### src/rtl/fifo_sync.sv
// fifo_sync: single-clock show-ahead FIFO, 2**ASIZE words of DSIZE bits.
// The head word is driven combinationally on rdata. The wfull and rempty
// flags are registered and updated on the same edge as the pointers.
// Optional feature macro: FIFO_COUNT_EN adds a registered occupancy port, count.
module fifo_sync #(
  parameter int DSIZE = 8,
  parameter int ASIZE = 3
) (
  input  logic             clk,
  input  logic             rst_n,
  input  logic             winc,
  input  logic [DSIZE-1:0] wdata,
  output logic             wfull,
  input  logic             rinc,
  output logic [DSIZE-1:0] rdata,
  output logic             rempty
`ifdef FIFO_COUNT_EN
  ,
  output logic [ASIZE:0]   count
`endif
);

  localparam int DEPTH = 1 << ASIZE;

  logic [DSIZE-1:0] mem [DEPTH];
  logic [ASIZE:0]   wptr, rptr;
  logic [ASIZE:0]   wptr_nxt, rptr_nxt;
  logic             wr_en, rd_en;
  logic             wfull_nxt, rempty_nxt;

  // Accepted transfers. Gating with rst_n keeps stray requests during reset
  // from touching memory.
  always_comb begin
    wr_en = winc && !wfull && rst_n;
    rd_en = rinc && !rempty && rst_n;
  end

  // Next-state pointers and flags. The pointer MSB is the wrap bit.
  always_comb begin
    wptr_nxt   = wptr + {{ASIZE{1'b0}}, wr_en};
    rptr_nxt   = rptr + {{ASIZE{1'b0}}, rd_en};
    rempty_nxt = (wptr_nxt == rptr_nxt);
    wfull_nxt  = (wptr_nxt == {~rptr_nxt[ASIZE], rptr_nxt[ASIZE-1:0]});
  end

  // Pointer and flag registers, cleared asynchronously.
  always_ff @(posedge clk or negedge rst_n) begin
    if (!rst_n) begin
      wptr   <= '0;
      rptr   <= '0;
      rempty <= 1'b1;
      wfull  <= 1'b0;
    end else begin
      wptr   <= wptr_nxt;
      rptr   <= rptr_nxt;
      rempty <= rempty_nxt;
      wfull  <= wfull_nxt;
    end
  end

`ifdef FIFO_COUNT_EN
  // Occupancy register, kept in step with the pointers.
  always_ff @(posedge clk or negedge rst_n) begin
    if (!rst_n) count <= '0;
    else        count <= wptr_nxt - rptr_nxt;
  end
`endif

  // Storage array. Its contents are not reset.
  always_ff @(posedge clk) begin
    if (wr_en) mem[wptr[ASIZE-1:0]] <= wdata;
  end

  // Show-ahead read port.
  always_comb begin
    rdata = mem[rptr[ASIZE-1:0]];
  end

endmodule

### config.mk
export PLATFORM = sky130hd
export DESIGN_NAME = fifo_sync
export DESIGN_NICKNAME = d
export VERILOG_FILES = /design/src/rtl/fifo_sync.sv
export SDC_FILE = /design/constraint.sdc
export NUM_CORES = 1
export LEC_CHECK = 0
export CAP_MARGIN = 20
export CORE_ASPECT_RATIO = 1.2
export CORE_UTILIZATION = 50
export DETAILED_ROUTE_END_ITERATION = 10
export PLACE_DENSITY = 0.66
export RECOVER_POWER = 25
export SYNTH_ARGS = -nofsm -noshare
export SYNTH_HDL_FRONTEND = slang
export SYNTH_SLANG_ARGS = --single-unit
### constraint.sdc
create_clock -name clk -period 3.5 [get_ports clk]
set_input_delay 1.05 -clock clk [delete_from_list [all_inputs] [get_ports clk]]
set_output_delay 1.05 -clock clk [all_outputs]
set_load 0.02 [all_outputs]
* Word level (Yosys, flattened, before mapping)
Memories as Yosys holds them, arrays and structs flattened.
Cells that the tools add are included.
** Storage, ports and cells
- Input port bits :: 12
- Logic and storage cells :: 18
- Memory bits (writable) :: 64
- Bits in registers :: 10
- Memories kept :: 1
- Output and inout port bits :: 10
** Memory list
- mem :: depth 8, bits a word 8, rd ports 1, clocked after memory_dff 0, write ports 1, line 25 : logic [DSIZE-1:0] mem [DEPTH];
** Operators by class
- Muxes and demuxes :: 2
- Add/subtract/negate cells :: 2
- Reductions and logical operators :: 6
- Equal/unequal tests :: 2
- Bitwise operators :: 1
** Operators with widths (number)
- adder 4 x 1 -> 4 bit :: 2
- equality test 4 bit :: 2
- logical AND 1 bit :: 4
- logical NOT 1 bit :: 2
- two-way mux 1 bit :: 2
- inverter 1 bit :: 1

* Depth between registers and ports, before layout
Gate-level depths: netlist of run 1.
- Word-level depth :: 6
- Mapped depth :: 8
- Mapped depth without buffers :: 8

* Least setup slack after synthesis of run 1
Ideal clock, no wire load.
- Path type :: register to output
- Start point :: register rptr[0]
- End point :: output rdata[1]
- Arrival :: 1457 ps
- Cell stages (with the launch flop) :: 5
- Path buffers :: 2
- Required time :: 2450 ps
- Setup slack :: 993 ps
- Path through :: dfrtp_1 buf_6 buf_12 mux4_1 mux2_2
** Between the ends
- Cells in the longest elaborated chain, start to end :: 1
** RTL lines
- start: declaration :: line 26 : logic [ASIZE:0] wptr, rptr;
- start signal: assignment :: line 55 : rptr <= rptr_nxt;
- memory (8 x 8 bit)
- end: declaration :: line 15 : output logic [DSIZE-1:0] rdata,
No other way between the ends.

* Final worst setup path of run 1
- Start point :: register rptr[0]
- End point :: output rdata[6]
Same word-level chain as after synthesis.

==> key figures, run 1 <==
Floorplan
  – Die Height: 86.2 um
  – Die width: 72.2 um
  – Die ar.: 6220 sq um
  – Io pins: 22
  – Site Rows: 30
  – Core footprint: 5670 sq um
  – Starting Density: 0.521

Critical path
  – Reg2Reg Launch Point: rempty$_DFF_PN1_
  – Arrival @ worst endpoint: 2320 ps
  – Crit. Startpoint: rptr[0]$_DFF_PN0_
  – CP max FO: 16
  – Critical Path Start Type: register
  – Worst reg2reg path depth: 6
  – CP endpoint kind: output port
  – R2R Setup Slk: 1740 ps
  – Critical path endpoint: rdata[6]
  – Reg-to-Reg End: rempty$_DFF_PN1_
  – WS Path Type: register to output port
  – Required @ worst endpoint: 2450 ps

Cells and area
  – Fillers: 406
  – Most frequent cells in the layout: edfxtp_1, clkdlybuf4s50_1, mux4_1
  – Layout Cells excl Fill: 262
  – Commonest non-fill, non-tap cell in the layout: edfxtp_1
  – Design area: 3490 sq um
  – P&R area growth vs syn: 18.2%
  – Layout Nets: 194
  – Final core occ: 0.616
  – Share of layout cells above drive strength 1: 0.187
  – Ant diodes: 0

Pwr
  – Leakage: 1.24 nW
  – Worst vdd ir: 0.427 mV
  – Power Total: 2.63 mW
  – Pwr dens: 752 nW/um^2

Clocking
  – Hold-fix buffers, CTS: 0
  – Max clock buf depth: 2
  – # Post-CTS Setup Buffers: 0
  – CTS clock-pin slew for the worst setup and hold paths: 70 ps
  – Htree depth: 3
  – CTS Buf Count: 9
  – # clock sinks: 74
  – Root Buffer: clkbuf_8
  – Clock Latency Late Sink: 330 ps
  – CTS tree: built

Global route
  – Initial antenna violation count: 0
  – Grt total ovfl: 0
  – First-pass GRT wire length: 7160 um
  – Vias in the first global route: 1435
  – Total global-route track usage: 0.167
  – Largest net degree at the start of global routing: 17

Synth
  – Mapped Cells: 138
  – Register area share after synthesis: 0.735
  – Synth Warn #: 0
  – Synth Cell Area: 2960 sq um
  – Syn avg cell area: 21.4 sq um
  – Synthesized flop and latch total: 74
  – Post-Syn Nets: 154
  – Yosys cell types: 22

Detailed routing
  – First-pass detailed-route iteration total: 4
  – Highest metal used: met4
  – Metal1 wirelength: 1940 um
  – Routed via count: 1386
  – Residual DRC: 0
  – DRT antenna net count: 0
  – Metal3 WL: 164 um
  – DR vias/cell: 5.29
  – Final wirelength: 4580 um
  – Violation count after the first detailed-route iteration: 144
  – Met2 routed WL: 2330 um
  – WL per Instance: 17.5 um

Placement
  – GPL Wtd Cong: 0.719
  – Hpwl dp: 2970 um
  – Placed inst area: 3320 sq um
  – Cell Count Post-Placement: 247
  – IO Port Bufs: 21

Status
  – Run status: finished, final reports clean

STA
  – Slew Viols, Final: 0
  – Setup TNS: 0 ps
  – Actual slew at the worst max-slew pin: 542 ps
  – Crit path time final: 3370 ps
  – RSZ-0062 raised after global routing: no
  – Fin Clk Skew: 6.68 ps
  – Final hold vios: 0
  – Fin crit share: 0.963
  – Final setup viols: 0
  – Max-Slew Margin vs Limit: 0.639
  – Fmax: 297 MHz

Flow run
  – Max-capacitance violation count: 0

Min path
  – Hold Crit Class: register to register
-- metal layers --
metal,GRT usage,vias up
li1,-,643
met1,0.203,702
met2,0.264,30
met3,0.0581,11
met4,0.0873,0
met5,0,-
-- registers in the layout, summed over array words and instances, names as in the netlist --
name and cells:
rptr 4, mem 64, wfull 1, wptr 4
rempty 1
-- power breakdown --
group / internal (mW) / switching (mW) / leakage, nW
registers: 1.07 / 0.0811 / 0.697
logic: 0.478 / 0.400 / 0.453
clock network: 0.321 / 0.278 / 0.0906
-- cells by family (layout without fill, tap and decap cells) --
logic type,count (synthesis),in the layout,synth area share
XOR/XNOR,8,8,0.0237
adder cells (fa/ha/maj),4,4,0.0169
buffers and inverters,7,51,0.0178
flip-flops,74,74,0.735
multiplexers,24,24,0.171
AND/OR/NAND/NOR,21,21,0.0347
-- Yosys cell counts --
master / count / area (sq um)
mux4_1: 15 / 394
nand2b_1: 2 / 12.5
nand2_1: 3 / 11.3
mux4_2: 1 / 22.5
xor2_1: 4 / 35.0
dfstp_2: 1 / 26.3
nor2_1: 8 / 30.0
ha_1: 4 / 50.1
or3_1: 1 / 6.26
xnor2_1: 4 / 35.0
clkbuf_1: 1 / 3.75
nand3_1: 3 / 15.0
buf_2: 2 / 10.0
buf_12: 1 / 20.0
edfxtp_1: 64 / 1920
buf_6: 1 / 11.3
dfrtp_1: 9 / 225
mux2_2: 8 / 90.1
and3b_1: 1 / 8.76
inv_1: 2 / 7.51
and4_1: 1 / 8.76
nor3_1: 2 / 10.0
-- final cells by class --
cell class              instances  area, sq um  share of cell area
flip-flops and latches         74         2170               0.622
repair buffers                 34          308              0.0881
well taps                      80          100              0.0287
multi-input cells              57          729               0.209
inverters                       2         7.51             0.00215
clock buffers                  11          131              0.0376
clock inverters                 4         43.8              0.0125
-- metrics by stage --
stage / setup WS [ps] / hold WS (ps)
floorplan: 993 / 478
global placement: 409 / 492
detailed placement: 399 / 493
CTS: 27.4 / 512
global route: 35.5 / 544
finish: 131 / 509
-- how the worst min path moves through the flow --
stage | startpoint | to | slack, ps | cells past startpoint
final | wptr[3]$_DFF_PN0_ | wptr[3]$_DFF_PN0_ | 510 | 2
after global routing | rptr[3]$_DFF_PN0_ | rptr[3]$_DFF_PN0_ | 540 | 2
after CTS | wptr[3]$_DFF_PN0_ | wptr[3]$_DFF_PN0_ | 510 | 2
after detailed placement | wptr[3]$_DFF_PN0_ | wptr[3]$_DFF_PN0_ | 490 | 2
after global placement | wptr[3]$_DFF_PN0_ | wptr[3]$_DFF_PN0_ | 490 | 2
after floorplan | wptr[3]$_DFF_PN0_ | wptr[3]$_DFF_PN0_ | 480 | 2
-- worst max-delay path, cell delays in order (launching register included) --
cell and delay [ps]:
dfrtp_1 370, buf_6 220, mux4_1 580, mux2_2 280
clkdlybuf4s50_1 540
-- timing repair --
action | in CTS | in global routing
endpoints found under the hold margin | 0 | 0
setup endpoints to repair | 0 | 6
gates resized for setup | 0 | 1
Power figures use the tool's default switching activity.
==> run 2, diff against run 1 <==
--- a/config.mk
+++ b/config.mk
@@ -6,7 +6,7 @@
 export NUM_CORES = 1
 export LEC_CHECK = 0
 export CAP_MARGIN = 20
-export CORE_ASPECT_RATIO = 1.2
+export CORE_ASPECT_RATIO = 0.75
 export CORE_UTILIZATION = 50
 export DETAILED_ROUTE_END_ITERATION = 10
 export PLACE_DENSITY = 0.66
==> run 2 against run 1 <==
Final cell count shrank 2.3%. Worst setup slack lost 22 ps. Core utilization grew 1.7 points. Cell area grew 0.21%. Die area is essentially flat. Worst hold slack gained 12 ps. Largest cell class unchanged. Flip-flop and latch count is the same. Critical path depth is the same.
==> key figures, run 2 (same netlist as run 1, synthesis figures left out) <==
Global route
  – Largest net degree at the start of global routing: 19 (+2)
  – First-pass GRT wire length: 7600 um (+6.2%)
  – Initial antenna violation count: 0 (unchanged)
  – Total global-route track usage: 0.180 (+0.0128)
  – Grt total ovfl: 0 (unchanged)
  – Vias in the first global route: 1425 (-0.70%)

Status
  – Run status: finished, final reports clean

STA
  – Fin crit share: 0.969 (+0.00629)
  – Max-Slew Margin vs Limit: 0.623 (-0.0158)
  – RSZ-0062 raised after global routing: no
  – Final hold vios: 0 (unchanged)
  – Slew Viols, Final: 0 (unchanged)
  – Crit path time final: 3390 ps (+22.0 ps)
  – Actual slew at the worst max-slew pin: 566 ps (+23.6 ps)
  – Setup ws final: 109 ps (-22.0 ps)
  – Fin Clk Skew: 5.34 ps (-1.34 ps)
  – Final setup viols: 0 (unchanged)
  – Fmax: 295 MHz (-0.65%)
  – Setup TNS: 0 ps (unchanged)

Detailed routing
  – Residual DRC: 0 (unchanged)
  – WL per Instance: 18.7 um (+6.8%)
  – DRT antenna net count: 0 (unchanged)
  – First-pass detailed-route iteration total: 4 (unchanged)
  – Final wirelength: 4780 um (+4.4%)
  – Met2 routed WL: 2290 um (-1.6%)
  – DR vias/cell: 5.34 (+1.0%)
  – Routed via count: 1368 (-1.3%)
  – Violation count after the first detailed-route iteration: 67 (-53%)
  – Metal1 wirelength: 2260 um (+16%)
  – Highest metal used: met4
  – Metal3 WL: 183 um (+12%)

Clocking
  – Clock Latency Late Sink: 340 ps (about the same)
  – # clock sinks: 74 (unchanged)
  – Max clock buf depth: 2 (unchanged)
  – CTS tree: built
  – Root Buffer: clkbuf_8
  – CTS Buf Count: 9 (unchanged)
  – Hold-fix buffers, CTS: 0 (unchanged)
  – Htree depth: 3 (unchanged)
  – # Post-CTS Setup Buffers: 0 (unchanged)
  – CTS clock-pin slew for the worst setup and hold paths: 70 ps (about the same)
  – Post-CTS sizing: 0 (unchanged)

Cells and area
  – Most frequent cells in the layout: edfxtp_1, mux4_1, clkdlybuf4s50_1
  – Largest register FFs: 64 (unchanged)
  – Share of layout cells above drive strength 1: 0.193 (+0.00656)
  – Layout Nets: 192 (-1.0%)
  – Commonest non-fill, non-tap cell in the layout: edfxtp_1
  – P&R area growth vs syn: 18.5%
  – Ant diodes: 0 (unchanged)

Floorplan
  – Core footprint: 5530 sq um (-2.5%)
  – Die width: 90.8 um (+26%)
  – Die Height: 68.6 um (-20%)
  – Die ar.: 6230 sq um (about the same)
  – Io pins: 22 (unchanged)
  – Starting Density: 0.535 (+0.0135)
  – Site Rows: 23 (-23%)

Critical path
  – Required @ worst endpoint: 2450 ps (about the same)
  – CP top delay family: multiplexers
  – Critical Path Start Type: register
  – CP Buf/Inv Count: 2 (unchanged)
  – CP peak stage delay: 580 ps (about the same)
  – Arrival @ worst endpoint: 2340 ps (+20 ps)
  – CP max FO: 16 (unchanged)
  – Crit path cell chain: buf_12, mux4_1, mux2_2, clkdlybuf4s50_1
  – CP endpoint kind: output port
  – Critical path's slowest cell: mux4_1
  – WS Path Type: register to output port

Min path
  – Hold Crit Class: register to register

Placement
  – Placement Setup Slack: 472 ps (+72.9 ps)
  – IO Port Bufs: 21 (unchanged)
  – Hpwl dp: 3100 um (+4.3%)
  – GPL Wtd Cong: 0.760 (+5.8%)

Pwr
  – Pwr dens: 764 nW/um^2 (+1.6%)
  – Worst vdd ir: 0.394 mV (-7.6%)
  – Leakage: 1.24 nW (-0.43%)

Flow run
  – Max-capacitance violation count: 0 (unchanged)
## run 2: worst paths after layout
kind	start	endpoint	slack [ps]	cells past startpoint
setup / recovery	rptr[0]$_DFF_PN0_	rdata[2]	110	4
hold / removal	wptr[3]$_DFF_PN0_	wptr[3]$_DFF_PN0_	520	2
setup reg to reg	rempty$_DFF_PN1_	wfull$_DFF_PN0_	1690	7
hold reg to reg	wptr[3]$_DFF_PN0_	wptr[3]$_DFF_PN0_	520	2
max in group asynchronous	rst_n	rempty$_DFF_PN1_	1830	2
min in group asynchronous	rst_n	rptr[1]$_DFF_PN0_	1300	2
## run 2: final cells by class
| class | instances | area (sq um) |
|---|---|---|
| Clock inverter | 6 | 67.6 |
| Timing Repair Buffer | 32 | 302 |
| Sequential cell | 74 | 2170 |
| Inverter | 2 | 7.51 |
| Multi-Input combinational cell | 57 | 729 |
| Fill cell | 397 | 2020 |
| Tap cell | 75 | 93.8 |
| Clock buffer | 10 | 128 |
## run 2: per-layer routing
| layer | vias to the layer above | GRT usage |
|---|---|---|
| li1 | 641 | - |
| met1 | 697 | 0.227 |
| met2 | 24 | 0.288 |
| met3 | 6 | 0.0658 |
| met4 | 0 | 0.0774 |
| met5 | - | 0 |
## run 2: worst reg2reg max path: stages (launching register included)
cell and delay [ps]:
dfstp_2 530, and3b_1 170, ha_1 190, ha_1 190
xor2_1 250, xnor2_1 180, nand3_1 90, nor2_1 140
## run 2: report_power, final
part	switching [mW]	total (mW)	internal (mW)
logic	0.416	0.903	0.486
registers	0.0749	1.14	1.07
clock network	0.299	0.629	0.330
total	0.791	2.68	1.88
## run 2: through the flow
stage / instances / instance area (sq um) / hold slack (ps) / power, mW / util
floorplan: 138 / 2960 / 478 / 1.77 / -
global placement: 240 / 3310 / 496 / 2.06 / 0.599
detailed placement: 240 / 3310 / 508 / 2.08 / 0.599
CTS: 256 / 3500 / 525 / 2.72 / 0.634
global route: 256 / 3500 / 568 / 2.81 / 0.634
finish: 256 / 3500 / 521 / 2.68 / 0.634
==> run 3, diff against run 2 <==
--- a/config.mk
+++ b/config.mk
@@ -11,6 +11,7 @@
 export DETAILED_ROUTE_END_ITERATION = 10
 export PLACE_DENSITY = 0.66
 export RECOVER_POWER = 25
+export SETUP_SLACK_MARGIN = 0.4
 export SYNTH_ARGS = -nofsm -noshare
 export SYNTH_HDL_FRONTEND = slang
 export SYNTH_SLANG_ARGS = --single-unit
==> constraint.sdc (replaced) <==
create_clock -name clk -period 3.5 [get_ports clk]
set_input_delay 1.05 -clock clk [delete_from_list [all_inputs] [get_ports clk]]
set_output_delay 1.05 -clock clk [all_outputs]
set_load 0.05 [all_outputs]
==> run 3 against run 2 <==
Core utilization grew 0.61 points. Combinational power rose by 18%. Worst hold slack better by 31 ps. Maximum frequency rose by 13%. Cell area rose by 0.96%. Largest cell class unchanged. Sequential power about the same. Clock power grew 1%. Power is 7.5% higher. Global-route usage up 0.97 points. Die area did not move. Clock-buffer cell count unchanged.
==> key figures, run 3 (same netlist as run 1, synthesis figures left out) <==
Floorplan
  – Io pins: 22 (unchanged)
  – Die width: 90.8 um (unchanged)
  – Die Height: 68.6 um (unchanged)
  – Starting Density: 0.535 (unchanged)
  – Site Rows: 23 (unchanged)
  – Core footprint: 5530 sq um (unchanged)
  – Die ar.: 6230 sq um (unchanged)

Pwr
  – Leakage: 1.29 nW (+4.0%)
  – Pwr dens: 814 nW/um^2 (+6.5%)
  – Worst vdd ir: 0.472 mV (+20%)

Placement
  – Placement Setup Slack: 530 ps (+58.5 ps)
  – Placed inst area: 3330 sq um (+0.53%)
  – GPL Wtd Cong: 0.751 (-1.2%)
  – IO Port Bufs: 21 (unchanged)
  – Cell Count Post-Placement: 245 (+2.1%)
  – Hpwl dp: 3430 um (+11%)

Critical path
  – Required @ worst endpoint: 3780 ps (+1330 ps)
  – Critical Path Start Type: input port
  – R2R Setup Slk: 1760 ps (+70 ps)
  – CP max FO: 11 (-5)
  – CP endpoint kind: register
  – Arrival @ worst endpoint: 3290 ps (+950 ps)
  – WS Path Type: input port to register

STA
  – Final setup viols: 0 (unchanged)
  – Fin crit share: 0.859 (-0.110)
  – Setup ws final: 494 ps (+385 ps)
  – Fmax: 333 MHz (+13%)
  – WHS: 552 ps (+30.9 ps)
  – Actual slew at the worst max-slew pin: 583 ps (+17.7 ps)
  – Fin Clk Skew: 5.61 ps (+0.274 ps)
  – Final hold vios: 0 (unchanged)
  – Max-Slew Margin vs Limit: 0.611 (-0.0118)
  – Setup TNS: 0 ps (unchanged)
  – Crit path time final: 3010 ps (-385 ps)
  – RSZ-0062 raised after global routing: no
  – Slew Viols, Final: 0 (unchanged)

Clocking
  – Clock Latency Late Sink: 340 ps (about the same)
  – Max clock buf depth: 2 (unchanged)
  – Root Buffer: clkbuf_8
  – Hold-fix buffers, CTS: 0 (unchanged)
  – # clock sinks: 74 (unchanged)
  – CTS clock-pin slew for the worst setup and hold paths: 80 ps (about the same)
  – CTS tree: built
  – CTS Buf Count: 9 (unchanged)
  – Htree depth: 3 (unchanged)

Detailed routing
  – DRT antenna net count: 0 (unchanged)
  – WL per Instance: 19.3 um (+3.4%)
  – Routed via count: 1395 (+2.0%)
  – Final wirelength: 5080 um (+6.2%)
  – First-pass detailed-route iteration total: 4 (unchanged)
  – Violation count after the first detailed-route iteration: 77 (+15%)
  – DR vias/cell: 5.30 (-0.74%)
  – Residual DRC: 0 (unchanged)

Flow run
  – Max-capacitance violation count: 0 (unchanged)

Cells and area
  – Ant diodes: 0 (unchanged)
  – Design area: 3530 sq um (+0.96%)
  – Layout Nets: 199 (+3.6%)
  – Most frequent cells in the layout: edfxtp_1, buf_4, mux4_1
  – Commonest non-fill, non-tap cell in the layout: edfxtp_1
  – Largest register FFs: 64 (unchanged)
  – P&R area growth vs syn: 19.6%
  – Share of layout cells above drive strength 1: 0.277 (+0.0832)
  – Layout Cells excl Fill: 263 (+2.7%)

Status
  – Run status: finished, final reports clean

Global route
  – Vias in the first global route: 1453 (+2.0%)
  – Largest net degree at the start of global routing: 14 (-5)
  – Grt total ovfl: 0 (unchanged)
  – First-pass GRT wire length: 8020 um (+5.4%)
  – Initial antenna violation count: 0 (unchanged)
  – Total global-route track usage: 0.189 (+0.00970)

Min path
  – Hold Crit Class: register to register
run 3: cell count changes in the layout (fill, tap and decap cells not counted), sizes merged:
cell	before	now
inv	2	3
dlygate4sd3	6	5
clkinvlp	2	0
buf	10	25
clkinv	3	4
clkdlybuf4s50	15	8
run 3: metrics by stage:
| stage | util | total power [mW] |
|---|---|---|
| 3_3_place_gp | 0.602 | 2.23 |
| 4_1_cts | 0.640 | 2.91 |
| 2_1_floorplan | - | 1.96 |
| 3_5_place_dp | 0.602 | 2.25 |
| 5_1_grt | 0.640 | 3.02 |
| 6_report | 0.640 | 2.88 |
run 3: worst max-delay path, stage by stage:
cell,delay [ps]
dlygate4sd3_1,560
clkbuf_1,470
and3b_1,250
ha_1,190
nand3_1,100
xor2_1,290
xnor2_1,180
and4_1,200
run 3: final timing paths:
check | startpoint | end | cells after the start
max | rst_n | rempty$_DFF_PN1_ | 8
min | rptr[3]$_DFF_PN0_ | rptr[3]$_DFF_PN0_ | 2
max reg2reg | rempty$_DFF_PN1_ | wfull$_DFF_PN0_ | 7
min reg2reg | rptr[3]$_DFF_PN0_ | rptr[3]$_DFF_PN0_ | 2
max in group asynchronous | rst_n | rptr[2]$_DFF_PN0_ | 2
min in group asynchronous | rst_n | rptr[1]$_DFF_PN0_ | 2
run 3: final cells by class:
cell class                      instances  area [sq um]
Multi-Input combinational cell         57           729
Inverter                                2          7.51
Tap cell                               75          93.8
Clock inverter                          6          66.3
Clock buffer                           10           128
Timing Repair Buffer                   39           334
Sequential cell                        74          2180
Fill cell                             393          1990
run 3: what timing repair did:
item / CTS / global route
hold endpoints to repair: 0 / 0
setup endpoints to repair: 5 / 1
gates resized for setup: 1 / 1
buffers inserted: 2 / 0
run 3: power by group:
group / leakage [nW] / switching [mW] / internal (mW)
combinational: 0.490 / 0.589 / 0.479
clock: 0.101 / 0.305 / 0.332
sequential: 0.695 / 0.101 / 1.07
total: 1.29 / 0.995 / 1.88
run 3: metal layers:
metal  routed length, um  vias to the layer above  global-route usage  part of all wire
met5                   0                        -                   0                 0
met4                  40                        0              0.0774            0.0079
met3                 178                        6              0.0680             0.035
met2                2550                       23               0.307              0.50
met1                2310                      715               0.239              0.46
li1                    -                      651                   -                 -
